===== src/rtl/updown_mod_counter_pkg.sv =====
// Shared direction encodings and the load clamp used by the updown_mod_counter slice.
// Load clamp works at 33 bits so a 32-bit counter's MODULUS of 2**32 still fits.
package counter_pkg;

  localparam logic DIR_UP   = 1'b1;
  localparam logic DIR_DOWN = 1'b0;

  function automatic logic [32:0] clamp_to_mod(input logic [32:0] value, input logic [32:0] modulus);
    return (value >= modulus) ? (modulus - 33'd1) : value;
  endfunction

endpackage


===== src/rtl/updown_mod_counter_if.sv =====
// Control/status bundle of one up/down modulo counter; master drives controls, slave is the counter.
// q and wrap are registered, tc is combinational from q, en and up_dn.
interface updown_mod_counter_if #(
  parameter int WIDTH = 4
);
  logic             en;
  logic             up_dn;
  logic             load;
  logic [WIDTH-1:0] load_val;
  logic [WIDTH-1:0] q;
  logic             tc;
  logic             wrap;

  modport master (
    output en, up_dn, load, load_val,
    input  q, tc, wrap
  );

  modport slave (
    input  en, up_dn, load, load_val,
    output q, tc, wrap
  );
endinterface


===== src/rtl/updown_mod_counter_next.sv =====
// Combinational next-state for the modulo counter: next q, wrap_next and terminal count, zero latency.
// Optional COUNTER_SAT_EN: saturate at the range ends instead of wrapping; wrap then never fires.
module counter_next #(
  parameter int     WIDTH   = 4,
  parameter longint MODULUS = 16
) (
  input  logic [WIDTH-1:0] i_q,
  input  logic             i_en,
  input  logic             i_up_dn,
  input  logic             i_load,
  input  logic [WIDTH-1:0] i_load_val,
  output logic [WIDTH-1:0] o_q_next,
  output logic             o_wrap_next,
  output logic             o_tc
);
  import counter_pkg::*;

  // MODULUS == 2**WIDTH makes MAX_Q all ones, so the +1 below wraps naturally at WIDTH bits.
  localparam logic [WIDTH-1:0] MAX_Q = WIDTH'(MODULUS - 1);

  logic [WIDTH-1:0] w_load_clamped;
  logic             w_at_max;
  logic             w_at_zero;

  assign w_load_clamped = WIDTH'(clamp_to_mod(33'(i_load_val), 33'(MODULUS)));
  assign w_at_max       = (i_q == MAX_Q);
  assign w_at_zero      = (i_q == '0);

  assign o_tc = i_en & (((i_up_dn == DIR_UP) & w_at_max) | ((i_up_dn == DIR_DOWN) & w_at_zero));

  always_comb begin
    o_q_next    = i_q;
    o_wrap_next = 1'b0;
    if (i_load) begin
      o_q_next = w_load_clamped;
    end else if (i_en) begin
      if (i_up_dn == DIR_UP) begin
        if (w_at_max) begin
`ifdef COUNTER_SAT_EN
          o_q_next    = MAX_Q;
`else
          o_q_next    = '0;
          o_wrap_next = 1'b1;
`endif
        end else begin
          o_q_next = i_q + WIDTH'(1);
        end
      end else begin
        if (w_at_zero) begin
`ifdef COUNTER_SAT_EN
          o_q_next    = '0;
`else
          o_q_next    = MAX_Q;
          o_wrap_next = 1'b1;
`endif
        end else begin
          o_q_next = i_q - WIDTH'(1);
        end
      end
    end
  end

endmodule


===== src/rtl/updown_mod_counter.sv =====
// Synchronous up/down modulo counter with load, tc and a registered wrap pulse; q updates one edge after inputs.
// COUNTER_SAT_EN selects saturating instead of wrapping; clear is async active-high.
module updown_mod_counter #(
  parameter int     WIDTH   = 4,
  parameter longint MODULUS = 16
) (
  input  logic                    clock,
  input  logic                    clear,
  updown_mod_counter_if.slave     bus
);
  import counter_pkg::*;

  logic [WIDTH-1:0] r_q;
  logic             r_wrap;
  logic [WIDTH-1:0] w_q_next;
  logic             w_wrap_next;
  logic             w_tc;

  counter_next #(
    .WIDTH   (WIDTH),
    .MODULUS (MODULUS)
  ) u_next (
    .i_q         (r_q),
    .i_en        (bus.en),
    .i_up_dn     (bus.up_dn),
    .i_load      (bus.load),
    .i_load_val  (bus.load_val),
    .o_q_next    (w_q_next),
    .o_wrap_next (w_wrap_next),
    .o_tc        (w_tc)
  );

  always_ff @(posedge clock or posedge clear) begin
    if (clear) begin
      r_q    <= '0;
      r_wrap <= 1'b0;
    end else begin
      r_q    <= w_q_next;
      r_wrap <= w_wrap_next;
    end
  end

  assign bus.q    = r_q;
  assign bus.tc   = w_tc;
  assign bus.wrap = r_wrap;

endmodule


===== src/flat_wrapper.sv =====
// flat-port wrapper written by rule: the top's interface ports become plain ports
module updown_mod_counter_flat import counter_pkg::*;
#(
  parameter int     WIDTH   = 4,
  parameter longint MODULUS = 16
)
  (clock, clear, bus_en, bus_up_dn, bus_load, bus_load_val, bus_q, bus_tc, bus_wrap);
  updown_mod_counter_if #(.WIDTH(WIDTH)) bus_i ();
  input  logic clock;
  input  logic clear;
  input wire logic [$bits(bus_i.en)-1:0] bus_en;
  input wire logic [$bits(bus_i.up_dn)-1:0] bus_up_dn;
  input wire logic [$bits(bus_i.load)-1:0] bus_load;
  input wire logic [$bits(bus_i.load_val)-1:0] bus_load_val;
  output wire logic [$bits(bus_i.q)-1:0] bus_q;
  output wire logic [$bits(bus_i.tc)-1:0] bus_tc;
  output wire logic [$bits(bus_i.wrap)-1:0] bus_wrap;
  assign bus_i.en = bus_en;
  assign bus_i.up_dn = bus_up_dn;
  assign bus_i.load = bus_load;
  assign bus_i.load_val = bus_load_val;
  assign bus_q = bus_i.q;
  assign bus_tc = bus_i.tc;
  assign bus_wrap = bus_i.wrap;
  updown_mod_counter #(.WIDTH(WIDTH), .MODULUS(MODULUS)) u_core (.clock(clock), .clear(clear), .bus(bus_i));
endmodule

===== config.mk =====
export PLATFORM = sky130hd
export DESIGN_NAME = updown_mod_counter_flat
export DESIGN_NICKNAME = d
export VERILOG_FILES = /design/src/rtl/updown_mod_counter_pkg.sv /design/src/rtl/updown_mod_counter_if.sv /design/src/rtl/updown_mod_counter_next.sv /design/src/rtl/updown_mod_counter.sv /design/src/flat_wrapper.sv
export SDC_FILE = /design/constraint.sdc
export NUM_CORES = 1
export LEC_CHECK = 0
export BUFFER_PORTS_ARGS = -buffer_cell sky130_fd_sc_hd__buf_4
export CAP_MARGIN = 15
export CORE_AREA = 2 2 39 41
export DETAILED_ROUTE_END_ITERATION = 12
export DIE_AREA = 0 0 41 43
export GPL_ROUTABILITY_DRIVEN = 1
export PLACE_DENSITY = 0.51
export SLEW_MARGIN = 20
export SYNTH_ARGS = -nofsm -noshare
export SYNTH_HDL_FRONTEND = slang
export SYNTH_HIERARCHICAL = 1
export SYNTH_SLANG_ARGS = --single-unit

===== constraint.sdc =====
create_clock -name clock -period 2.45 [get_ports clock]
set_clock_uncertainty 0.2 [all_clocks]
set_input_delay 0.1225 -clock clock [delete_from_list [all_inputs] [get_ports clock]]
set_output_delay 0.1225 -clock clock [all_outputs]
set_load 0.02 [all_outputs]

==> impl_metrics.tcl, run 1 <==
set metrics [dict create \
    r2r_cells 6 \
    cts.clk_slew.worst_paths_ps 40 \
    hold_class "in -> reg" \
    place_area_sq_um 487 \
    grt_usage 0.126 \
    cp_max_fo 6 \
    syn_avg_cell_area_sq_um 9.00 \
    status "finished, final reports clean" \
    max_freq_mhz 426 \
    cts_tree "yes" \
    cp-start-kind "register" \
    period_needed_ps 2350 \
    die-area_sq_mm 0.00176 \
    clockRootBuffer "clkbuf_4" \
    synth_commonest_cells "5 x dfrtp_1, 5 x inv_1, 4 x nand2_1, 3 x o21ai_0, 3 x xnor2_1" \
    tightest_slew_ps 278 \
    ir_drop_mv 0.340 \
    rows 14 \
    clock-sinks 5 \
    critical_path_class "reg -> reg" \
    synth_top_cells_by_area "dfrtp_1 34%, xnor2_1 7.1%, ha_1 6.8%" \
    relSlewSlack 0.813 \
    power.density_mw_per_mm2 510 \
    die_y_um 43 \
    nets 81 \
    drt-total-wl_um 970 \
    dp.final_hpwl_um 656 \
    synthToLayoutAreaGrowth_pct 72.5 \
    netlist_instances 41 \
    syn-cell-area_sq_um 369 \
    crit_start "u_core/bus.q[1]" \
    drt_first_pass_iters 5 \
    pin_count 15 \
    synthFlopType "dfrtp_1" \
    synth_enable_flop_cells 0 \
    fin_hold_ws_ps 42.0 \
    endpoint_kind "register" \
    final_cell_count_no_fill 85 \
    synth_fp_nets 52 \
    n_antenna_cell 0 \
    reg2reg_to "u_core/bus.q[0]" \
    r2r_start "u_core/bus.q[1]" \
    grt_pass1_vias 394 \
    die_w_um 41 \
    drv_cap 0 \
    initial_core_util 0.267 \
    drtIter0Drc 4 \
    synth_largest_area_cell "dfrtp_1" \
    p_clk_frac 0.283 \
    p_leak_nw 0.300 \
    grt_setup_unrepaired "false" \
    drc_errors 0 \
    yosysWarnings 6 \
    wl_per_cell_um 11.4 \
    antenna_found_initial 0 \
    numCtsBuffers 3 \
    pwr-share-comb 0.385 \
    ys_types 22 \
    required_ps 2420 \
    htreeDepth 1 \
    p_switching_mw 0.101 \
    vias 414 \
    slew_violations 0 \
    clock_path_buffers 2 \
    cp_data_arrival_time_ps 2310 \
    finalCritPeriodShare 0.958 \
    drive_above_1_share 0.377 \
    finalSetupViolations 0 \
    swShare 0.310 \
    gp_congestion 0.691 \
    portBuffers 14 \
    finalHoldViolCount 0 \
    post-place-cells 69 \
    ys_seq_area_frac 0.339 \
    synthArstFlopShare 1.00 \
    endpoint "u_core/bus.q[0]" \
    yosysTopAreaCellShare 0.339 \
    power.internal_mw 0.224 \
    clock_latency_ps 240 \
    yosys_register_bits 5 \
    grt_pass1_wl_um 1530 \
    drt.antenna.violating_nets 0 \
    grt_max_degree 11 \
    regToRegSetupSlack_ps 100 \
    pwr-share-seq 0.332 \
    via_per_inst 4.87 \
    core_area_sq_mm 0.00138 \
    postLayoutCellArea_sq_um 637 \
    final_util 0.460 \
    grt.overflow.total 0 \
    tns_ps 0 \
]
[final cells by class]
| class | count | area (sq um) |
|---|---|---|
| clock buffers | 4 | 26.3 |
| fillers | 140 | 747 |
| inverters | 5 | 18.8 |
| multi-input cells | 29 | 224 |
| flip-flops and latches | 5 | 128 |
| well taps | 16 | 20.0 |
| repair buffers | 26 | 220 |
[placed cells by master, fill, tap and decap left out, types with 2 or more instances in the layout]
| cell type | synthesis | final |
|---|---|---|
| dfrtp_1 | 5 | 3 |
| nand2_1 | 4 | 4 |
| ha_1 | 2 | 2 |
| nor3_1 | 2 | 2 |
| xnor2_1 | 3 | 3 |
| a21oi_1 | 2 | 2 |
| inv_1 | 5 | 5 |
| dfrtp_2 | 0 | 2 |
| o21ai_0 | 3 | 3 |
| clkbuf_4 | 0 | 3 |
| dlygate4sd3_1 | 0 | 10 |
| buf_4 | 0 | 16 |
| mux2i_1 | 2 | 2 |
[metrics by stage]
stage | power, mW | setup slack [ps]
after floorplan | 0.168 | 547
after global placement | 0.207 | 658
after detailed placement | 0.206 | 620
after CTS | 0.322 | 74.0
after global routing | 0.352 | 9.16
final | 0.325 | 103
[metal layers]
| layer | global-route usage | vias to the layer above | wire (um) |
|---|---|---|---|
| li1 | - | 198 | - |
| met2 | 0.219 | 18 | 457 |
| met1 | 0.130 | 196 | 420 |
| met5 | 0 | - | 0 |
| met4 | 0.0200 | 0 | 6 |
| met3 | 0.0628 | 2 | 85 |
[cell families (layout without fill, tap and decap cells)]
logic type                 Yosys count  count (layout)  share of synthesized area
adders and majority gates            2               2                     0.0678
buffers and inverters                7              35                     0.0712
and+or+nand+nor                     11              11                      0.169
muxes                                3               3                     0.0847
xor gates and xnor gates             3               3                     0.0712
DFF                                  5               5                      0.339
AOI/OAI and AO/OA                   10              10                      0.197
[registers in the layout, summed over array words and instances, names as in the netlist]
register / flops
u_core/bus.q: 4
u_core/bus.wrap: 1
[worst min-delay path by stage]
stage / start / end / slack [ps] / depth (start not counted)
6_report: bus_load_val[3] / u_core/bus.q[3] / 40 / 4
5_1_grt: bus_load_val[3] / u_core/bus.q[3] / 40 / 4
4_1_cts: bus_load_val[3] / u_core/bus.q[3] / 30 / 4
3_5_place_dp: clear / u_core/bus.q[0] / -160 / 2
3_3_place_gp: clear / u_core/bus.wrap / -160 / 2
2_1_floorplan: clear / u_core/bus.q[0] / -300 / 1
[timing repair]
action	CTS	global route
resized for setup	0	3
setup buffers	0	2
endpoints found under the hold margin	9	0
setup endpoints to repair	0	1
hold buffers	10	0
[power groups by stage]
stage / clock network, mW / registers [mW] / logic [mW]
finish: 0.0920 / 0.108 / 0.125
global route: 0.107 / 0.109 / 0.136
global placement: 0 / 0.109 / 0.0983
detailed placement: 0 / 0.108 / 0.0977
floorplan: 0 / 0.116 / 0.0518
CTS: 0.0987 / 0.107 / 0.116
[critical path: stages, from the launching register on]
cell,delay [ps]
dfrtp_2,440
inv_1,80
ha_1,150
or4b_4,490
a311oi_2,270
a21o_1,100
dlygate4sd3_1,530
No activity file was read; power rests on OpenSTA's default activity.
==> run 2: changes to the inputs <==
--- a/config.mk
+++ b/config.mk
@@ -5,13 +5,13 @@
 export SDC_FILE = /design/constraint.sdc
 export NUM_CORES = 1
 export LEC_CHECK = 0
-export BUFFER_PORTS_ARGS = -buffer_cell sky130_fd_sc_hd__buf_4
 export CAP_MARGIN = 15
 export CORE_AREA = 2 2 39 41
 export DETAILED_ROUTE_END_ITERATION = 12
 export DIE_AREA = 0 0 41 43
+export DONT_BUFFER_PORTS = 1
 export GPL_ROUTABILITY_DRIVEN = 1
-export PLACE_DENSITY = 0.51
+export PLACE_DENSITY = 0.41
 export SLEW_MARGIN = 20
 export SYNTH_ARGS = -nofsm -noshare
 export SYNTH_HDL_FRONTEND = slang
==> run 2 against run 1 <==
Compared with the run above: clock power is 5.8% higher; maximum frequency is 4.8% higher; cell count is 19% lower; sequential power is 11% higher; worst setup slack better by 110 ps; critical path depth is 1 higher; clock-buffer cell count stayed put; power is 10% lower; via count is 19% lower; sequential share of layout area is 4.8 points higher; critical path type unchanged; largest power group is now registers; highest routed layer is now met3.
==> impl_metrics.tcl, run 2 (synthesized netlist as in run 1, its figures left out) <==
set metrics [dict create \
    period_needed_ps 2240 \
    drt-total-wl_um 838 \
    dp.final_hpwl_um 604 \
    fin_ws_ps 212 \
    nets 65 \
    power.internal_mw 0.198 \
    crit_buf_inv 2 \
    cts_tree "yes" \
    via_per_inst 4.88 \
    required_ps 2370 \
    n_antenna_cell 0 \
    drc_errors 0 \
    antenna_found_initial 0 \
    p_clk_frac 0.334 \
    wl_per_cell_um 12.1 \
    p_leak_nw 0.224 \
    mostFrequentLayoutCells "10 x dlygate4sd3_1, 5 x inv_1, 4 x dfrtp_1, 4 x nand2_1" \
    cp-start-kind "register" \
    grt_usage 0.126 \
    clock_latency_ps 240 \
    clock-sinks 5 \
    cp_data_arrival_time_ps 2160 \
    clock_path_buffers 2 \
    htreeDepth 1 \
    endpoint_kind "register" \
    numCtsBuffers 3 \
    drv_cap 0 \
    grtUsageMet2 0.194 \
    drtIter0Drc 6 \
    finalPower_mw 0.291 \
    vias 337 \
    gr-usage-met3 0.0838 \
    die_w_um 41 \
    swShare 0.320 \
    portBuffers 0 \
    drt.antenna.violating_nets 0 \
    drt_first_pass_iters 2 \
    grt_max_degree 11 \
    cp_max_fo 6 \
    final_common_cell "dlygate4sd3_1" \
    finalHoldViolCount 0 \
    pwr-share-seq 0.412 \
    drive_above_1_share 0.151 \
    hold_class "in -> reg" \
    max_freq_mhz 447 \
    regToRegSetupSlack_ps 210 \
    critical_path.top_delay_family "buffers and inverters" \
    relSlewSlack 0.756 \
    cp_cell_sequence "inv_1 > ha_1 > mux2_2 > nand2_1 > xnor2_1 > o21ai_0 > dlygate4sd3_1" \
    gp_congestion 0.745 \
    synthToLayoutAreaGrowth_pct 38.0 \
    grt.overflow.total 0 \
    grt_pass1_wl_um 1480 \
    core_area_sq_mm 0.00138 \
    status "finished, final reports clean" \
    largest_reg_flops 4 \
    post-place-ws_ps 439 \
    slew_violations 0 \
    top_usage_layer "met2" \
    finalSetupViolations 0 \
    tns_ps 0 \
    critical_path_class "reg -> reg" \
    cts.clk_slew.worst_paths_ps 50 \
    die_y_um 43 \
    finalCritPeriodShare 0.914 \
    pin_count 15 \
    pwr-share-comb 0.254 \
    p_switching_mw 0.0932 \
    ir_drop_mv 0.267 \
    max_stage_delay_ps 560 \
    die-area_sq_mm 0.00176 \
    grt_setup_unrepaired "false" \
    grt_pass1_vias 340 \
    clockRootBuffer "clkbuf_4" \
    initial_core_util 0.267 \
    rows 14 \
    use_met1 0.132 \
    tightest_slew_ps 366 \
    power.density_mw_per_mm2 572 \
    cp_slowest_cell "dlygate4sd3_1" \
]
## run 2: final cells by class
class | count | area (sq um)
Tap cell | 16 | 20.0
Inverter | 5 | 18.8
Sequential cell | 5 | 126
Multi-Input combinational cell | 29 | 218
Timing Repair Buffer | 10 | 100
Clock buffer | 4 | 26.3
Fill cell | 156 | 875
## run 2: power groups by stage
stage | combinational [mW] | clock, mW | sequential [mW]
2_1_floorplan | 0.0518 | 0 | 0.116
3_5_place_dp | 0.0544 | 0 | 0.121
5_1_grt | 0.0855 | 0.108 | 0.123
6_report | 0.0739 | 0.0973 | 0.120
3_3_place_gp | 0.0543 | 0 | 0.121
4_1_cts | 0.0744 | 0.101 | 0.120
## run 2: final timing paths
path | endpoint | cells after the start | start
max in group asynchronous | u_core/bus.q[0] | 2 | clear
hold / removal | u_core/bus.q[3] | 2 | bus_up_dn
hold reg to reg | u_core/bus.q[0] | 2 | u_core/bus.q[0]
setup reg to reg | u_core/bus.q[2] | 7 | u_core/bus.q[1]
setup / recovery | u_core/bus.q[2] | 7 | u_core/bus.q[1]
min in group asynchronous | u_core/bus.wrap | 2 | clear
## run 2: layer usage
layer  vias up  part of all wire
li1        168                 -
met1       155              0.42
met2        14              0.50
met3         0             0.080
met4         0                 0
met5         -                 0
## run 2: per-stage QoR
stage	hold slack [ps]	area (sq um)	util	std cells
CTS	21.2	508	0.367	69
detailed placement	-265	382	0.276	55
global placement	-264	382	0.276	55
global route	11.1	509	0.368	69
floorplan	-299	369	-	41
finish	20.8	509	0.368	69
## run 2: what timing repair did
action / 4_1_cts / 5_1_grt
setup buffers: 0 / 0
endpoints found under the hold margin: 10 / 0
endpoints found under the setup margin: 0 / 1
hold buffers: 10 / 0
gates resized for setup: 0 / 1
==> run 3: changes to the inputs <==
--- a/config.mk
+++ b/config.mk
@@ -5,14 +5,15 @@
 export SDC_FILE = /design/constraint.sdc
 export NUM_CORES = 1
 export LEC_CHECK = 0
+export ABC_AREA = 1
 export CAP_MARGIN = 15
-export CORE_AREA = 2 2 39 41
+export CORE_MARGIN = 2
+export CORE_UTILIZATION = 30
 export DETAILED_ROUTE_END_ITERATION = 12
-export DIE_AREA = 0 0 41 43
 export DONT_BUFFER_PORTS = 1
 export GPL_ROUTABILITY_DRIVEN = 1
-export PLACE_DENSITY = 0.41
-export SLEW_MARGIN = 20
+export PLACE_DENSITY = 0.44
+export SLEW_MARGIN = 10
 export SYNTH_ARGS = -nofsm -noshare
 export SYNTH_HDL_FRONTEND = slang
 export SYNTH_HIERARCHICAL = 1
==> run 3 against run 2 <==
Compared with the run above: the flow now finishes with violations (hold timing); clock-buffer cell count stayed put; die area is 8.1% lower; non-clock buffer count stayed put; critical path type unchanged; largest cell class unchanged.
==> impl_metrics.tcl, run 3 <==
set metrics [dict create \
    cts.clk_slew.worst_paths_ps 40 \
    clockRootBuffer "clkbuf_4" \
    grt.overflow.total 0 \
    tns_ps 0 \
    p_switching_mw 0.0979 \
    critical_path_class "reg -> reg" \
    yosysWarnings 6 \
    failed_checks "hold timing" \
    postCtsSetupRepairBufs 0 \
    cp_max_fo 6 \
    numCtsBuffers 3 \
    synth_commonest_cells "22 x nand2_1, 7 x inv_1, 7 x nand3_1, 5 x dfrtp_1" \
    drt.antenna.violating_nets 0 \
    endpoint "u_core/bus.q[3]" \
    syn-cell-area_sq_um 394 \
    initial_core_util 0.311 \
    mostFrequentLayoutCells "22 x nand2_1, 10 x dlygate4sd3_1, 7 x inv_1, 7 x nand3_1, 5 x dfrtp_1" \
    max_freq_mhz 451 \
    ir_drop_mv 0.255 \
    grt_max_degree 10 \
    crit_start "u_core/bus.q[0]" \
    clock-sinks 5 \
    die-area_sq_mm 0.00162 \
    drv_cap 0 \
    synth_largest_area_cell "dfrtp_1" \
    drt-total-wl_um 956 \
    swShare 0.340 \
    cts_resized 0 \
    period_needed_ps 2220 \
    grt_pass1_vias 328 \
    final_common_cell "nand2_1" \
    gp_congestion 0.687 \
    drc_errors 0 \
    cp-start-kind "register" \
    netlist_instances 61 \
    finalHoldViolCount 1 \
    n_antenna_cell 0 \
    tightest_slew_ps 368 \
    synthFlopType "dfrtp_1" \
    pin_count 15 \
    yosys_register_bits 5 \
    finalSetupViolations 0 \
    r2r_start "u_core/bus.q[0]" \
    p_clk_frac 0.330 \
    yosysMostFrequentCell "nand2_1" \
    p_leak_nw 0.278 \
    dp.final_hpwl_um 708 \
    synthArstFlopShare 1.00 \
    ys_seq_area_frac 0.317 \
    endpoint_kind "register" \
    drt_first_pass_iters 4 \
    pwr-share-seq 0.399 \
    finalPower_mw 0.288 \
    via_per_inst 4.54 \
    hold_class "in -> reg" \
    status "finished with violations" \
    synth_fp_nets 72 \
    yosysTopAreaCellShare 0.317 \
    grt_setup_unrepaired "false" \
    relSlewSlack 0.755 \
    slew_violations 0 \
    antenna_found_initial 0 \
    required_ps 2370 \
    die_y_um 40.2 \
    cp_data_arrival_time_ps 2140 \
    portBuffers 0 \
    r2r_cells 9 \
    cts_tree "yes" \
    grt_usage 0.140 \
    clock_path_buffers 2 \
    grt_pass1_wl_um 1460 \
    synthToLayoutAreaGrowth_pct 35.9 \
    clock_latency_ps 240 \
    pwr-share-comb 0.272 \
    synth_top_cells_by_area "dfrtp_1 32%, nand2_1 21%, nand3_1 8.9%" \
    syn_avg_cell_area_sq_um 6.46 \
    reg2reg_to "u_core/bus.q[3]" \
    rows 13 \
    drive_above_1_share 0.135 \
    drtIter0Drc 5 \
    core_area_sq_mm 0.00127 \
    regToRegSetupSlack_ps 230 \
    wl_per_cell_um 10.7 \
    nets 86 \
    finalCritPeriodShare 0.905 \
    ys_types 16 \
    fin_hold_ws_ps -0.789 \
    vias 404 \
    n_fill_cell 136 \
    die_w_um 40.2 \
    htreeDepth 1 \
    power.density_mw_per_mm2 538 \
    largest_reg_flops 4 \
    synth_enable_flop_cells 0 \
    power.internal_mw 0.190 \
]
[run 3: cell type report]
| type | instances | area, sq um | area share |
|---|---|---|---|
| timing repair buffer | 10 | 100 | 0.187 |
| multi-input combinational | 46 | 231 | 0.432 |
| inverter | 9 | 33.8 | 0.0631 |
| tap | 15 | 18.8 | 0.0350 |
| sequential | 5 | 125 | 0.234 |
| clock buffer | 4 | 26.3 | 0.0491 |
[run 3: worst min-delay path by stage]
stage | from | endpoint | slack [ps] | depth (start not counted)
final | bus_up_dn | u_core/bus.q[2] | -0.8 | 4
after global routing | clear | u_core/bus.q[0] | 40 | 2
after CTS | bus_up_dn | u_core/bus.q[2] | 8 | 4
after detailed placement | clear | u_core/bus.wrap | -280 | 1
after global placement | clear | u_core/bus.wrap | -280 | 1
after floorplan | clear | u_core/bus.q[0] | -300 | 1
[run 3: critical path: stages, from the launching register on]
cell	delay, ps
dfrtp_1	540
inv_1	160
ha_1	240
nand2_1	80
nor2_2	50
nor2_2	90
nand3_1	90
nand2_1	60
nand2_1	50
dlygate4sd3_1	550
[run 3: timing repair]
| action | CTS | global route |
|---|---|---|
| hold buffers | 10 | 0 |
| endpoints found under the hold margin | 10 | 0 |
| setup endpoints to repair | 0 | 0 |
[run 3: per-stage QoR]
| stage | utilization | cells | hold slack (ps) | worst slack [ps] | instance area, sq um |
|---|---|---|---|---|---|
| floorplan | - | 61 | -299 | 901 | 394 |
| global placement | 0.322 | 75 | -281 | 756 | 409 |
| detailed placement | 0.322 | 75 | -283 | 788 | 409 |
| CTS | 0.422 | 89 | 8.05 | 230 | 536 |
| global route | 0.422 | 89 | 35.8 | 101 | 536 |
| finish | 0.422 | 89 | -0.789 | 232 | 536 |
[run 3: cells by family after synthesis]
group,after synthesis,synth area share
compound gates,6,0.0857
flops,5,0.317
simple gates,37,0.416
fa+ha+maj,2,0.0635
xor+xnor,1,0.0222
buf+inv,10,0.0952
[run 3: power by group through the flow]
stage	clock network [mW]	logic [mW]	registers, mW
2_1_floorplan	0	0.0534	0.112
3_3_place_gp	0	0.0606	0.117
3_5_place_dp	0	0.0599	0.116
4_1_cts	0.0951	0.0783	0.115
5_1_grt	0.107	0.0892	0.117
6_report	0.0950	0.0782	0.115
[run 3: per-layer routing]
| metal | wire length (um) | vias up | track usage |
|---|---|---|---|
| li1 | - | 218 | - |
| met1 | 445 | 170 | 0.180 |
| met2 | 426 | 14 | 0.214 |
| met3 | 69 | 2 | 0.0333 |
| met4 | 14 | 0 | 0.0750 |
| met5 | 0 | - | 0 |
